===== config.mk =====
export PLATFORM = sky130hd
export DESIGN_NAME = simple_p1_adder_129
export DESIGN_NICKNAME = d
export VERILOG_FILES = /design/src/rtl/simple_p1_adder_129_pkg.sv /design/src/rtl/simple_p1_adder_129_slice.sv /design/src/rtl/simple_p1_adder_129.sv
export SDC_FILE = /design/constraint.sdc
export NUM_CORES = 1
export LEC_CHECK = 0
export BUFFER_PORTS_ARGS = -buffer_cell sky130_fd_sc_hd__clkbuf_2
export CAP_MARGIN = 10
export CORE_MARGIN = 2
export CORE_UTILIZATION = 50
export CTS_CLUSTER_DIAMETER = 100
export DETAILED_ROUTE_END_ITERATION = 8
export PLACE_DENSITY = 0.79
export RECOVER_POWER = 100
export SLEW_MARGIN = 10
export SYNTH_ARGS = -nofsm -noshare
export SYNTH_HDL_FRONTEND = slang
export SYNTH_SLANG_ARGS = --single-unit

===== constraint.sdc =====
create_clock -name clk -period 6.3 [get_ports clk]
set_input_delay 1.26 -clock clk [delete_from_list [all_inputs] [get_ports clk]]
set_output_delay 1.26 -clock clk [all_outputs]
set_load 0.01 [all_outputs]

===== src/rtl/simple_p1_adder_129_pkg.sv =====
// ----------------------------------------------------------------------------
// simple_p1_adder_129_pkg
// Shared constants and types for the split-carry pipelined adder.
//   ADDER_W    : default operand width in bits
//   ADDER_LO_W : default width of the low slice added in the first stage
//   operand_t  : W-bit unsigned operand
//   sum_t      : (W+1)-bit unsigned sum, MSB is the carry-out
// No ports (package).
// ----------------------------------------------------------------------------
package simple_p1_adder_129_pkg;

  localparam int ADDER_W    = 129;
  localparam int ADDER_LO_W = 64;

  typedef logic [ADDER_W-1:0] operand_t;
  typedef logic [ADDER_W:0]   sum_t;

endpackage : simple_p1_adder_129_pkg


===== src/rtl/simple_p1_adder_129_slice.sv =====
// ----------------------------------------------------------------------------
// p1_slice_adder
// Parameterised N-bit unsigned adder with carry-in and carry-out. Used once
// for the low slice and once for the high slice of simple_p1_adder_129.
// Ports:
//   a, b : N-bit addends
//   cin  : carry-in
//   sum  : N-bit sum (a + b + cin) modulo 2^N
//   cout : carry-out of the N-bit addition
// ----------------------------------------------------------------------------
module p1_slice_adder #(
  parameter int N = 64
) (
  input  logic [N-1:0] a,
  input  logic [N-1:0] b,
  input  logic         cin,
  output logic [N-1:0] sum,
  output logic         cout
);

  logic [N:0] wide_sum;

  // Zero-extend all three terms so the carry-out lands in bit N.
  assign wide_sum = {1'b0, a} + {1'b0, b} + {{N{1'b0}}, cin};

  assign sum  = wide_sum[N-1:0];
  assign cout = wide_sum[N];

endmodule : p1_slice_adder


===== src/rtl/simple_p1_adder_129.sv =====
// ----------------------------------------------------------------------------
// simple_p1_adder_129
// Wide unsigned adder split at LO_W so that no carry chain spans all W bits.
// Stage 1 adds the low slice and registers the low sum, its carry and the
// untouched high operand slices; stage 2 combinationally adds the high slices
// plus the registered carry. Latency 1 clock, one addition per clock.
//
// Build option SIMPLE_P1_ADDER_COMB_EN: when defined, the stage-1 registers
// are bypassed, full_sum = ain + bin combinationally and clk/rst_n are unused.
//
// Ports:
//   clk      : clock, rising edge
//   rst_n    : asynchronous active-low reset (clears stage-1 registers)
//   ain, bin : W-bit unsigned addends
//   full_sum : (W+1)-bit sum, bit W is the carry-out
// ----------------------------------------------------------------------------
module simple_p1_adder_129
  import simple_p1_adder_129_pkg::*;
#(
  parameter int W    = ADDER_W,
  parameter int LO_W = ADDER_LO_W
) (
  input  logic         clk,
  input  logic         rst_n,
  input  logic [W-1:0] ain,
  input  logic [W-1:0] bin,
  output logic [W:0]   full_sum
);

  localparam int HI_W = W - LO_W;

  // Stage 1 low-slice adder (carry chain of LO_W bits).
  logic [LO_W-1:0] lo_sum_next;
  logic            lo_carry_next;

  p1_slice_adder #(
    .N (LO_W)
  ) u_lo_adder (
    .a    (ain[LO_W-1:0]),
    .b    (bin[LO_W-1:0]),
    .cin  (1'b0),
    .sum  (lo_sum_next),
    .cout (lo_carry_next)
  );

  // Boundary between the stages: registered in the default build,
  // straight wires in the combinational build.
  logic [LO_W-1:0] lo_sum_reg;
  logic            carry_reg;
  logic [HI_W-1:0] a_hi_reg;
  logic [HI_W-1:0] b_hi_reg;

`ifdef SIMPLE_P1_ADDER_COMB_EN
  assign lo_sum_reg = lo_sum_next;
  assign carry_reg  = lo_carry_next;
  assign a_hi_reg   = ain[W-1:LO_W];
  assign b_hi_reg   = bin[W-1:LO_W];

  // Clock and reset have no function in this build.
  logic unused_clk_rst;
  assign unused_clk_rst = clk ^ rst_n;
`else
  always_ff @(posedge clk or negedge rst_n) begin
    if (!rst_n) begin
      lo_sum_reg <= '0;
      carry_reg  <= 1'b0;
      a_hi_reg   <= '0;
      b_hi_reg   <= '0;
    end else begin
      lo_sum_reg <= lo_sum_next;
      carry_reg  <= lo_carry_next;
      a_hi_reg   <= ain[W-1:LO_W];
      b_hi_reg   <= bin[W-1:LO_W];
    end
  end
`endif

  // Stage 2 high-slice adder: the low-slice carry enters as carry-in, so the
  // chain is HI_W+1 bits long and the result lands in the same output cycle.
  logic [HI_W-1:0] hi_sum;
  logic            hi_carry;

  p1_slice_adder #(
    .N (HI_W)
  ) u_hi_adder (
    .a    (a_hi_reg),
    .b    (b_hi_reg),
    .cin  (carry_reg),
    .sum  (hi_sum),
    .cout (hi_carry)
  );

  // With all stage-1 registers cleared, this evaluates to zero during reset.
  assign full_sum = {hi_carry, hi_sum, lo_sum_reg};

endmodule : simple_p1_adder_129


* After elaboration in Yosys (flattened, before gate mapping)
Cells that the tools add are included.
Widths: inputs -> output; s select.
** Word-level totals
- Word-level logic and storage cells :: 7
- Output and inout bits :: 130
- Register bits :: 195
- Input port bits :: 260
** Operators by class
- Add/sub/neg operators :: 3
** Operators by type and width (number)
- $add 65x65->66 :: 1
- $add 66x1->66 :: 1
- $add 64x64->65 :: 1

* Longest topological paths before layout
- Depth in word-level cells :: 2
- Depth in mapped cells :: 13
- Gate-level depth less buffers :: 13

* By module
Synthesis repeated with hierarchy kept, for this count alone.
** Second synthesis, totals
- Cells, all modules :: 1366
- Area, all modules :: 12821.0 um^2
** By module, submodules not included
- simple_p1_adder_129 :: instances 1, cells each 197, seq. area each 4879.7 um^2, area an instance 4890.9 um^2
- p1_slice_adder at u_hi_adder :: instances 1, cells each 629, seq. area each 0.0 um^2, area an instance 4144.0 um^2
- p1_slice_adder at u_lo_adder :: instances 1, cells each 540, seq. area each 0.0 um^2, area an instance 3786.1 um^2

* Least setup slack after synthesis
Ideal clock, no wire load.
- Kind :: register to output
- From :: register carry_reg
- To :: output port full_sum[128]
- Cell stages (with the launch flop) :: 13
- Data arrival time :: 3060 ps
- Setup slack :: 1980 ps
- Data required time :: 5040 ps
- Path buffers :: 0
- Cells stage by stage :: dfrtp_1 inv_1 fa_1 fa_1 nor2b_1 o31a_1 o311ai_1 a41oi_2 a21oi_2 o21a_1 o31a_1 o21ba_2 a22oi_1
** On the way
- Longest elaborated chain between the ends :: 1
** RTL lines
- start, declared :: line simple_p1_adder_129.sv:49 : logic carry_reg;
- start signal, assigned :: line simple_p1_adder_129.sv:71 : carry_reg <= lo_carry_next;
- $add 66x1->66 :: line simple_p1_adder_129_slice.sv:24 : assign wide_sum = {1'b0, a} + {1'b0, b} + {{N{1'b0}}, cin};
- end, declared :: line simple_p1_adder_129.sv:27 : output logic [W:0] full_sum
No other way between the ends.

* Final worst setup path
- From :: register carry_reg
- To :: output port full_sum[126]
Same word-level chain as after synthesis.

==> results.toml <==
[outcome]
status = "finished with violations"
violations = "capacitance limit, slew limit"

[floorplan]
core_area_um2 = 24180
die_width_um = 160.3
initial_core_util_pct = 50.55
ios = 390
dieArea_um2 = 25710
rows = 57
fp.dieH_um = 160.3

[clock_tree]
cts-resized-gates = 0
cts_root_buffer = "clkbuf_16"
clkTransAtPathRegs_ps = 80
cts_made_buffers = 17
clk_path_buf_depth = 2
cts_hold_buffers = 0
htree_levels = 4
cts_tree = "done"
post_cts_buffers = 0
cts.sinks = 195

[yosys]
synthCells = 1293
synth_ff_type = "dfrtp_1"
syn-num-nets = 1684
netlist-cell-type-count = 71
synth_top_family_by_area = "compound AO/OA/AOI/OAI gates"
syn_area_um2 = 12220
ys_seq_elements = 195
synth-seq-area-share_pct = 39.93
syn_area_per_cell_um2 = 9.452
synth.mux.area_fraction_pct = 0.08190
ys_warn_count = 0
synth_compound_area_share_pct = 22.35
synth-adder-area-share_pct = 13.60
yosys.area_share.simple_pct = 13.05
synth-edff-count = 0
synthXorXnorAreaFrac_pct = 8.385
async_flop_share_pct = 100.0

[pwr]
p_total_mw = 3.768
powerDensity_nw_per_um2 = 254.1
ir_worst_vdd_uv = 179.8
p_leak_nw = 6.956

[route]
wl_met3_um = 2371
vias = 11345
detail-route-antenna-nets = 0
dr.max_layer_used = "met4"
drc = 0
wl_met1_um = 15390
viasPerCell = 5.678
wirelength_um = 37000
wl_per_cell_um = 18.52
wl_met2_um = 18210
first_pass_iters = 5
drtIter0Drc = 888

[worst_setup_path]
required_ps = 5040
path_common_cell = "fa_1"
slowest_stage = "o31ai_1"
cp_num_buf_inv = 2
cp-end-kind = "output pin"
crit_arrival_ps = 4520
cp_cell_sequence = "inv_1 > fa_1 > fa_1 > nor2b_1 > o31a_1 > o311ai_0 > a41oi_2 > o211ai_1 > a211oi_1 > a21oi_1 > o31ai_1 > mux2i_1 > nand3_1 > clkbuf_1"
critPathMaxFanout = 5
path_class = "flop to output pin"
cp_num_cells = 14
cpLargestDelayFamily = "compound AO/OA/AOI/OAI gates"
max_stage_delay_ps = 500
start_kind = "flop"

[cells_and_area]
final_common_cell = "clkbuf_2"
fill_cells = 2152
syn_to_final_growth_pct = 21.32
nets = 2050
drive_above_1_share_pct = 17.58
layout_common_cells = "248 x clkbuf_2, 195 x dfrtp_1, 159 x a21oi_1"

[sta]
slew_viol_final = 102
fmax_mhz = 173.2
report.final.setup_viol = 0
rsz0062_at_grt = "false"
fin_crit_sh_pct = 91.67
timing.final.ws_setup_ps = 524.7
worst_pin_slew_ps = 4367
finalSetupTns_ps = 0
slew_headroom_pct = -191.1
min_period_ps = 5775
final-hold-violation-count = 0

[placed_design]
dpl_worst_slack_ps = 1284
portBuffers = 389
hpwl_um = 29690
gp_congestion = 0.9515

[hold_path]
hp-class = "input pin to flop"
min_path_cells = 1

[grt]
antenna_found_initial = 2
grt.overflow.total = 0
grt_start_max_net_pins = 102
grt_util_all_layers_pct = 28.45
grt_pass1_wl_um = 58160
grt_pass1_vias = 11128

[run]
cap_violations = 1
==> power by group <==
group | internal, mW | total (mW) | switching [mW]
Sequential | 1.38 | 1.43 | 0.0445
Clock | 0.586 | 1.14 | 0.557
Combinational | 0.457 | 1.20 | 0.740
==> layer usage <==
metal | vias up | global-route usage [%]
li1 | 5434 | -
met1 | 5356 | 36.13
met2 | 488 | 49.67
met3 | 67 | 5.010
met4 | 0 | 8.804
met5 | - | 0
==> path summary, 6_finish.rpt <==
path                           start             to  slack [ps]
setup / recovery           carry_reg  full_sum[126]         520
hold / removal               bin[76]   b_hi_reg[12]         920
max in group asynchronous      rst_n   a_hi_reg[63]        1340
min in group asynchronous      rst_n   b_hi_reg[16]        2490
==> layout make-up <==
class | count | area, µm² | share of cell area, %
multi-input cells | 1015 | 6979 | 47.07
diodes | 2 | 5.005 | 0.03375
inverters | 39 | 146.4 | 0.9873
flip-flops and latches | 195 | 4880 | 32.91
well taps | 324 | 405.4 | 2.734
repair buffers | 391 | 1794 | 12.10
clock inverters | 14 | 178.9 | 1.207
clock buffers | 18 | 439.2 | 2.962
==> through the flow <==
step	util, %	std cells	instance area (µm²)	hold slack (ps)
after floorplan	-	1293	12220	964.4
after global placement	59.66	1964	14430	1369
after detailed placement	59.66	1964	14430	1370
after CTS	62.22	1996	15040	907.7
after global routing	61.33	1998	14830	893.5
final	61.33	1998	14830	919.2
==> cells by family (layout without fill, tap and decap cells) <==
group | after synthesis | after routing
AO/OA/AOI/OAI | 432 | 432
XOR/XNOR | 117 | 117
adder cells (fa/ha/maj) | 131 | 131
buffers and inverters | 83 | 462
flip-flops | 195 | 195
multiplexers | 1 | 1
other | 0 | 2
AND/OR/NAND/NOR | 334 | 334
==> cell usage after synthesis (20+ instances only) <==
| cell | number | area [µm²] |
|---|---|---|
| nand4_1 | 34 | 212.7 |
| inv_1 | 39 | 146.4 |
| ha_1 | 128 | 1602 |
| o21ai_0 | 80 | 400.4 |
| nor2_1 | 82 | 307.8 |
| a21o_1 | 49 | 367.9 |
| nand2_1 | 110 | 412.9 |
| dfrtp_1 | 195 | 4880 |
| nor3_1 | 23 | 115.1 |
| clkbuf_1 | 39 | 146.4 |
| a21oi_1 | 158 | 790.8 |
| xnor2_1 | 72 | 630.6 |
| o21bai_1 | 25 | 187.7 |
| xor2_1 | 45 | 394.1 |
| nand3_1 | 20 | 100.1 |
(Power assumes the default switching activity.)
